[src/rtl/dout_uart_pkg.sv]
// Shared types and framing constants for the dout_uart output stage.
package dout_uart_pkg;

  typedef enum logic [1:0] {
    IDLE,
    START,
    DATA,
    STOP
  } uart_state_t;

  localparam int DATA_BITS      = 8;
  localparam int STOP_BITS      = 1;
  localparam int BYTES_PER_WORD = 4;
  localparam int WORD_BITS      = DATA_BITS * BYTES_PER_WORD;

endpackage

[src/rtl/dout_uart_if.sv]
// Core-facing push port and UART-facing status bundle of dout_uart.
interface dout_uart_if #(
  parameter int DEPTH = 16
);
  import dout_uart_pkg::*;

  logic [WORD_BITS-1:0]   din;
  logic                   din_valid;
  logic                   tx;
  logic                   busy;
  logic [$clog2(DEPTH):0] fifo_count;
  logic                   overflow;

  modport master (
    output din, din_valid,
    input  tx, busy, fifo_count, overflow
  );

  modport slave (
    input  din, din_valid,
    output tx, busy, fifo_count, overflow
  );

endinterface

[src/rtl/dout_uart_sync_fifo.sv]
// First-word-fall-through FIFO; a push into a full FIFO is taken only when a pop
// frees the slot on the same edge.
module sync_fifo #(
  parameter int WIDTH = 32,
  parameter int DEPTH = 16
) (
  input  logic                   clk,
  input  logic                   reset,
  input  logic                   push,
  input  logic                   pop,
  input  logic [WIDTH-1:0]       din,
  output logic [WIDTH-1:0]       dout,
  output logic                   full,
  output logic                   empty,
  output logic [$clog2(DEPTH):0] count
);
  localparam int AW = $clog2(DEPTH);
  localparam int CW = AW + 1;

  logic [WIDTH-1:0] mem_q [DEPTH];
  logic [AW-1:0]    wr_ptr_q;
  logic [AW-1:0]    rd_ptr_q;
  logic [CW-1:0]    count_q;
  logic             push_ok;
  logic             pop_ok;

  assign empty   = (count_q == '0);
  assign full    = (count_q == CW'(DEPTH));
  assign pop_ok  = pop && !empty;
  assign push_ok = push && (!full || pop_ok);
  assign dout    = mem_q[rd_ptr_q];
  assign count   = count_q;

  always_ff @(posedge clk) begin
    if (push_ok) begin
      mem_q[wr_ptr_q] <= din;
    end
  end

  always_ff @(posedge clk or negedge reset) begin
    if (!reset) begin
      wr_ptr_q <= '0;
      rd_ptr_q <= '0;
      count_q  <= '0;
    end else begin
      if (push_ok) begin
        wr_ptr_q <= wr_ptr_q + 1'b1;
      end
      if (pop_ok) begin
        rd_ptr_q <= rd_ptr_q + 1'b1;
      end
      case ({push_ok, pop_ok})
        2'b10:   count_q <= count_q + 1'b1;
        2'b01:   count_q <= count_q - 1'b1;
        default: count_q <= count_q;
      endcase
    end
  end

endmodule

[src/rtl/dout_uart.sv]
// Buffers 32-bit core output words and sends each as four 8N1 UART frames,
// least-significant byte first, with a sticky flag for words lost to overflow.
module dout_uart
  import dout_uart_pkg::*;
#(
  parameter int DEPTH        = 16,
  parameter int CLKS_PER_BIT = 868
) (
  input logic        clk,
  input logic        reset,
  dout_uart_if.slave bus
);
  localparam int              BW        = (CLKS_PER_BIT > 1) ? $clog2(CLKS_PER_BIT) : 1;
  localparam logic [BW-1:0]   BAUD_LAST = BW'(CLKS_PER_BIT - 1);
  localparam logic [2:0]      BIT_LAST  = 3'(DATA_BITS - 1);
  localparam logic [1:0]      BYTE_LAST = 2'(BYTES_PER_WORD - 1);

  uart_state_t          state_q;
  logic [BW-1:0]        baud_q;
  logic [2:0]           bit_q;
  logic [1:0]           byte_q;
  logic [WORD_BITS-1:0] shift_q;
  logic                 tx_q;
  logic                 overflow_q;

  logic [WORD_BITS-1:0]   fifo_dout;
  logic                   fifo_full;
  logic                   fifo_empty;
  logic [$clog2(DEPTH):0] fifo_count;
  logic                   baud_done;
  logic                   pop;
  logic                   drop;

  assign baud_done = (baud_q == BAUD_LAST);
  // A word is taken from the FIFO either from IDLE or straight out of the
  // last stop bit, so back-to-back words carry no idle gap.
  assign pop  = !fifo_empty &&
                ((state_q == IDLE) ||
                 (state_q == STOP && baud_done && byte_q == BYTE_LAST));
  assign drop = bus.din_valid && fifo_full && !pop;

  sync_fifo #(
    .WIDTH(WORD_BITS),
    .DEPTH(DEPTH)
  ) u_fifo (
    .clk   (clk),
    .reset (reset),
    .push  (bus.din_valid),
    .pop   (pop),
    .din   (bus.din),
    .dout  (fifo_dout),
    .full  (fifo_full),
    .empty (fifo_empty),
    .count (fifo_count)
  );

  always_ff @(posedge clk or negedge reset) begin
    if (!reset) begin
      state_q <= IDLE;
      baud_q  <= '0;
      bit_q   <= '0;
      byte_q  <= '0;
      shift_q <= '0;
      tx_q    <= 1'b1;
    end else begin
      case (state_q)
        IDLE: begin
          tx_q   <= 1'b1;
          baud_q <= '0;
          if (pop) begin
            shift_q <= fifo_dout;
            byte_q  <= '0;
            tx_q    <= 1'b0;
            state_q <= START;
          end
        end
        START: begin
          if (baud_done) begin
            baud_q  <= '0;
            bit_q   <= '0;
            tx_q    <= shift_q[0];
            state_q <= DATA;
          end else begin
            baud_q <= baud_q + BW'(1);
          end
        end
        DATA: begin
          if (baud_done) begin
            baud_q  <= '0;
            shift_q <= shift_q >> 1;
            if (bit_q == BIT_LAST) begin
              tx_q    <= 1'b1;
              state_q <= STOP;
            end else begin
              // Drive the bit that becomes shift[0] after this edge.
              tx_q  <= shift_q[1];
              bit_q <= bit_q + 3'd1;
            end
          end else begin
            baud_q <= baud_q + BW'(1);
          end
        end
        STOP: begin
          if (baud_done) begin
            baud_q <= '0;
            if (byte_q != BYTE_LAST) begin
              byte_q  <= byte_q + 2'd1;
              tx_q    <= 1'b0;
              state_q <= START;
            end else if (pop) begin
              shift_q <= fifo_dout;
              byte_q  <= '0;
              tx_q    <= 1'b0;
              state_q <= START;
            end else begin
              tx_q    <= 1'b1;
              state_q <= IDLE;
            end
          end else begin
            baud_q <= baud_q + BW'(1);
          end
        end
        default: begin
          tx_q    <= 1'b1;
          baud_q  <= '0;
          state_q <= IDLE;
        end
      endcase
    end
  end

  always_ff @(posedge clk or negedge reset) begin
    if (!reset) begin
      overflow_q <= 1'b0;
    end else if (drop) begin
      overflow_q <= 1'b1;
    end
  end

  assign bus.tx         = tx_q;
  assign bus.busy       = (state_q != IDLE) || !fifo_empty;
  assign bus.fifo_count = fifo_count;
  assign bus.overflow   = overflow_q;

endmodule

[src/flat_wrapper.sv]
// flat-port wrapper written by rule: the top's interface ports become plain ports
module dout_uart_flat import dout_uart_pkg::*;
#(
  parameter int DEPTH        = 16,
  parameter int CLKS_PER_BIT = 868
)
  (clk, reset, bus_din, bus_din_valid, bus_tx, bus_busy, bus_fifo_count, bus_overflow);
  dout_uart_if #(.DEPTH(DEPTH)) bus_i ();
  input logic clk;
  input logic reset;
  input wire logic [$bits(bus_i.din)-1:0] bus_din;
  input wire logic [$bits(bus_i.din_valid)-1:0] bus_din_valid;
  output wire logic [$bits(bus_i.tx)-1:0] bus_tx;
  output wire logic [$bits(bus_i.busy)-1:0] bus_busy;
  output wire logic [$bits(bus_i.fifo_count)-1:0] bus_fifo_count;
  output wire logic [$bits(bus_i.overflow)-1:0] bus_overflow;
  assign bus_i.din = bus_din;
  assign bus_i.din_valid = bus_din_valid;
  assign bus_tx = bus_i.tx;
  assign bus_busy = bus_i.busy;
  assign bus_fifo_count = bus_i.fifo_count;
  assign bus_overflow = bus_i.overflow;
  dout_uart #(.DEPTH(DEPTH), .CLKS_PER_BIT(CLKS_PER_BIT)) u_core (.clk(clk), .reset(reset), .bus(bus_i));
endmodule
[config.mk]
export PLATFORM = sky130hd
export DESIGN_NAME = dout_uart_flat
export DESIGN_NICKNAME = d
export VERILOG_FILES = /design/src/rtl/dout_uart_pkg.sv /design/src/rtl/dout_uart_if.sv /design/src/rtl/dout_uart_sync_fifo.sv /design/src/rtl/dout_uart.sv /design/src/flat_wrapper.sv
export SDC_FILE = /design/constraint.sdc
export NUM_CORES = 1
export LEC_CHECK = 0
export ABC_AREA = 1
export CORE_ASPECT_RATIO = 0.9
export CORE_MARGIN = 1.5
export CORE_UTILIZATION = 35
export CTS_CLUSTER_SIZE = 14
export DETAILED_ROUTE_END_ITERATION = 8
export HOLD_SLACK_MARGIN = 0.06
export MAX_ROUTING_LAYER = met4
export SYNTH_ARGS = -nofsm -noshare
export SYNTH_HDL_FRONTEND = slang
export SYNTH_SLANG_ARGS = --single-unit
[constraint.sdc]
create_clock -name clk -period 5.4 [get_ports clk]
set_clock_uncertainty 0.05 [all_clocks]
set_input_delay 1.08 -clock clk [delete_from_list [all_inputs] [get_ports clk]]
set_output_delay 1.08 -clock clk [all_outputs]
set_load 0.02 [all_outputs]
# Word-level counts from Yosys, hierarchy flattened
# Memory sizes are Yosys's and may differ from the RTL's.
# Cells that the tools add are included.
word_totals:
  reg_bits: 64
  ramBits: 512
  in_bits: 35
  out_inout_bits: 8
  word_cells: 94
  memories: 1
classes:
  add_sub_neg: 7
  eq_ne: 17
  n_mux: 33
  reduce_logical: 26
mem_list:
  columns: ["memory", "words", "word_bits", "rd", "rd_ports_with_merged_regs", "wr", "line", "source"]
  rows:
  - ["u_core.u_fifo.mem_q", 16, 32, 1, 0, 1, "dout_uart_sync_fifo.sv:20", "logic [WIDTH-1:0] mem_q [DEPTH];"]
op_table:
  columns: ["operator", "count"]
  rows:
  - ["32-bit two-way mux", 4]
  - ["32-bit case mux with 3 select lines", 1]
  - ["10-bit case mux with 2 select lines", 1]
  - ["2-bit two-way mux", 9]
  - ["10-bit by 1-bit adder with 10-bit output, second input constant", 1]
  - ["10-bit equality test, second input constant", 1]
  - ["10-bit two-way mux", 1]
  - ["2-bit by 1-bit inequality test with 1-bit output, second input constant", 5]
  - ["5-bit case mux with 2 select lines", 1]
  - ["1-bit two-way mux", 9]
  - ["3-bit two-way mux", 3]
  - ["4-bit by 1-bit adder with 4-bit output, second input constant", 2]
  - ["2-bit equality test, second input constant", 4]
  - ["2-bit case mux with 4 select lines", 1]
  - ["4-bit AND reduction", 2]
  - ["2-bit nonzero test", 4]
  - ["1-bit logical AND", 7]
  - ["2-bit inequality test, second input constant", 3]
  - ["3-bit case mux with 2 select lines", 1]
  - ["5-bit by 1-bit adder with 5-bit output, second input constant", 1]
  - ["5-bit equality test, second input constant", 1]
  - ["5-bit zero test", 1]
  - ["5-bit AND reduction", 1]
  - ["5-bit by 1-bit subtractor with 5-bit output, second input constant", 1]
  - ["13 further kinds", 18]

# Longest topological paths before layout
depth:
  word_depth: 10
  ltp_mapped: 21
  depth_no_buf: 21

# By module
# Synthesis repeated with hierarchy kept, for this count alone.
hier_totals:
  hier_cells: 1858
  hier_area_um2: 23892.9
by_module_without_submodules:
  columns: ["module", "instances", "cells_per_inst", "area_per_inst_um2", "seq_area_each_um2"]
  rows:
  - ["sync_fifo", 1, 1592, 21110.2, 15700.1]
  - ["dout_uart", 1, 266, 2782.7, 1277.5]

# Least setup slack after synthesis
# OpenSTA, ideal clock, no wires.
synth_path:
  kind: "register -> register"
  from: "register u_core.baud_q[0]"
  to: "memory u_core.u_fifo.mem_q[11][0] (enable)"
  setup_ns: 0.421
  arrival_ns: 2.896
  slack_ns: 2.033
  path_stages_with_launch: 14
  cell_sequence: "dfrtp_1 ha_1 inv_1 nor2_1 nand2_1 nor2_4 nand3_2 nand2_2 nand2_4 nand2_1 nand2_1 clkinv_1 nand2_1 nor2_1"
synth_between:
  elab_chain_cells: 10
synth_lines:
  columns: ["element", "line", "source"]
  rows:
  - ["from (decl)", "dout_uart.sv:19", "logic [BW-1:0] baud_q;"]
  - ["from (signal assigned)", "dout_uart.sv:84", "baud_q <= baud_q + BW'(1);"]
  - ["from (signal assigned)", "dout_uart.sv:100", "baud_q <= baud_q + BW'(1);"]
  - ["from (signal assigned)", "dout_uart.sv:120", "baud_q <= baud_q + BW'(1);"]
  - ["10-bit equality test", "dout_uart.sv:34", "assign baud_done = (baud_q == BAUD_LAST);"]
  - ["1-bit logical AND (2 in a row)", "dout_uart.sv:39", "(state_q == STOP && baud_done && byte_q == BYTE_LAST));"]
  - ["1-bit logical OR", "dout_uart.sv:38", "((state_q == IDLE) ||"]
  - ["1-bit logical AND", "dout_uart.sv:37", "assign pop = !fifo_empty &&"]
  - ["1-bit logical AND", "dout_uart_sync_fifo.sv:29", "assign pop_ok = pop && !empty;"]
  - ["1-bit logical OR", "dout_uart_sync_fifo.sv:30", "assign push_ok = push && (!full || pop_ok);"]
  - ["1-bit logical AND", "dout_uart_sync_fifo.sv:30", null]
  - ["1-bit two-way mux", "dout_uart_sync_fifo.sv:35", "if (push_ok) begin"]
  - ["1-bit two-way mux (not written as such)", "dout_uart_sync_fifo.sv:36", "mem_q[wr_ptr_q] <= din;"]
  - ["to (decl)", "dout_uart_sync_fifo.sv:20", null]
# No other way between the ends.

# Worst setup path after layout
layout_path:
  from: "register u_core.baud_q[0]"
  to: "memory u_core.u_fifo.mem_q[8][13] (enable)"
# Same word-level chain as after synthesis.

==> reports/qor.yml <==
logic_synthesis:
  yosysWarnings: 0
  synth_seq_cells: 576
  yosysSeqAreaShare: 0.726
  async_reset_ff_frac: 0.111
  netlist_top_cells_count: "512 x edfxtp_1, 451 x nor2_1, 300 x o21ai_0, 124 x nand3_1, 112 x nand2_1"
  synth_edf_count: 512
  synthesis.area_per_instance_um2: 12.2
  synth.top_cell.area_share: 0.658
  yosysUniqueCellTypes: 42
  synth_cells: 1911
  ys.flop_type: "edfxtp_1"
  yosysTopAreaCell: "edfxtp_1"
  synth_area_leaders: "edfxtp_1 66%, nor2_1 7.2%, dfrtp_1 6.7%, o21ai_0 6.4%, o211ai_1 2.9%"
  synth_fp_nets: 1964
  synth_most_common_cell: "edfxtp_1"
  netlist_area_mm2: 0.0234
final_layout:
  area_delta_synth_final_pct: 13.8
  nets: 1962
  multiInputGateArea_mm2: 0.00583
  drive_gt1_frac: 0.0705
  final_cell_count_no_fill: 2822
  final_util: 0.404
  ff_latch_area_mm2: 0.0170
  final_cell_area_mm2: 0.0266
  fillers: 6055
run_status:
  violations: "design-rule violations"
  status: "complete, but fails checks"
cts:
  ctsLongestPathBuffers: 3
  tritoncts: "yes"
  insertion_delay_ns: 0.64
  cts.sink_count: 576
  cts.repair.resized: 0
  cts_made_buffers: 58
  htreeDepth: 2
  ctsHoldBuffers: 0
  cts-root-buf: "clkbuf_16"
  cts_setup_buffers: 0
  cts.reportedPaths.clkPinSlew_ns: 0.06
critical_path:
  worstPathRequired_ns: 5.57
  critPathKind: "flip-flop to flip-flop"
  cp_max_fo: 32
  start_kind: "flip-flop"
  endpoint_kind: "flip-flop"
  cp.arrival_ns: 3.71
  ff2ff_path_depth: 13
global_route:
  grt_max_degree: 161
  overflow: 0
  gr-usage-all-layers: 0.180
  grt_pass1_vias: 14587
  antenna_found_initial: 1
  grt_pass1_wl_mm: 89.8
floorplan:
  die_h_um: 248
  die_w_um: 275
  fp.dieArea_mm2: 0.0683
  io_pins: 43
  initial_utilization: 0.355
  core_area_mm2: 0.0658
  row_count: 89
placement:
  pre_cts_ws_ns: 1.64
  gp_congestion: 0.841
  portBuffers: 42
  dp_hpwl_mm: 33.8
  dpl.cell_count: 2713
  place_area_mm2: 0.0246
power:
  p_leak_uw: 0.00878
  p_per_area_mw_per_mm2: 385
  ir_worst_vdd_v: 0.000275
detailed_routing:
  drtPass1Iterations: 7
  ant_nets: 0
  vias: 14862
  wirelength_mm: 59.2
  drc: 3
  wl_per_cell_um: 21.0
  first_iter_violations: 1589
  drt-vias-per-instance: 5.27
timing:
  fin_setup_tns_ns: 0
  setup_violations: 0
  tightestPinTransition_ns: 1.27
  fin_crit_sh: 0.656
  rsz0062_at_grt: "false"
  hold_viol: 0
  finalCriticalPeriod_ns: 3.54
  maxSlewViolCount: 0
  worst_slack_ns: 1.86
  fmax_mhz: 282
  relSlewSlack: 0.151
min_path:
  min_delay_path_depth: 2
  hp-class: "flip-flop to flip-flop"
run:
  maxCapViolations: 0
## layout make-up
cell class | instances | share of cell area
Antenna cell | 1 | 0.0000941
Clock buffer | 76 | 0.0579
Clock inverter | 32 | 0.0155
Inverter | 43 | 0.00645
Multi-Input combinational cell | 1175 | 0.219
Sequential cell | 576 | 0.639
Tap cell | 864 | 0.0407
Timing Repair Buffer | 55 | 0.0212
## metrics by stage
step           total power (uW)  hold WS, ns
6_report                  10200        0.433
4_1_cts                   10300        0.433
2_1_floorplan              5810        0.394
3_5_place_dp               6230        0.418
5_1_grt                   10600        0.463
3_3_place_gp               6210        0.410
## worst max-delay path, cell delays in order (launching register included)
cell and delay [ns]:
dfrtp_1 0.40, ha_1 0.22, inv_1 0.05, nor2_1 0.11, nand2_1 0.10, nor2_4 0.19
nand3_2 0.10, nand2_2 0.09, nand2_4 0.09, nand2_1 0.09, nand2_1 0.16, clkinv_1 0.20
nand2_1 0.26, nor2_4 1.03
## power breakdown
group	switching [uW]	internal [uW]	leakage (uW)	total, uW
combinational	594	187	0.00246	781
sequential	96.0	5260	0.00539	5360
clock	1710	2400	0.000932	4110
total	2400	7840	0.00878	10200
## worst paths after layout
check,start,endpoint,slack (ns)
max in group asynchronous,reset,u_core.u_fifo.rd_ptr_q[1],3.85
min reg2reg,u_core.shift_q[10],u_core.shift_q[10],0.43
min in group asynchronous,reset,u_core.shift_q[29],0.49
max,u_core.baud_q[0],u_core.u_fifo.mem_q[8][13],1.86
min,u_core.shift_q[10],u_core.shift_q[10],0.43
max reg2reg,u_core.baud_q[0],u_core.u_fifo.mem_q[8][13],1.86
## cells by family after synthesis
| group | synth area share |
|---|---|
| buffers and inverters | 0.0292 |
| flip-flops | 0.726 |
| AO/OA/AOI/OAI | 0.108 |
| adder cells (fa/ha/maj) | 0.00996 |
| XOR/XNOR | 0.00412 |
| AND/OR/NAND/NOR | 0.122 |
## sequential cells by signal (all words and copies together) (netlist names)
| register | cells |
|---|---|
| u_core.u_fifo.mem_q | 512 |
| u_core.baud_q | 10 |
| u_core.bus.overflow | 1 |
| u_core.bit_q | 3 |
| u_core.u_fifo.count | 5 |
| u_core.state_q | 2 |
| u_core.u_fifo.wr_ptr_q | 4 |
| u_core.bus.tx | 1 |
| u_core.shift_q | 32 |
| u_core.byte_q | 2 |
| u_core.u_fifo.rd_ptr_q | 4 |
## placed cells by master (no fill, tap or decap), drive strengths merged
cell type and instances:
dfrtp 63, nor4 1, a21oi 6, o221ai 1, o21bai 1, or2 2
diode 1, o22ai 2, o31ai 2, a32o 2, nand4 4, clkdlybuf4s50 41
clkbuf 76, edfxtp 512, bufinv 8, nor2 452, o21ai 325, xnor2 1
clkinvlp 4, nand3 126, clkinv 21, a211oi 1, a31oi 2, xor2 10
buf 14, dfstp 1, fa 1, nand2 115, nor3 1, ha 17
a21boi 10, inv 42, o211ai 91, nor3b 2
## routing by layer
metal / wire [um] / part of all wire / global-route usage / up-vias
met5: 0 / 0 / - / -
met2: 25800 / 0.44 / 0.262 / 521
li1: - / - / - / 6869
met4: 1190 / 0.020 / 0.0487 / 0
met3: 4790 / 0.081 / 0.0395 / 81
met1: 27400 / 0.46 / 0.254 / 7391
No activity file was read; power rests on OpenSTA's default activity.
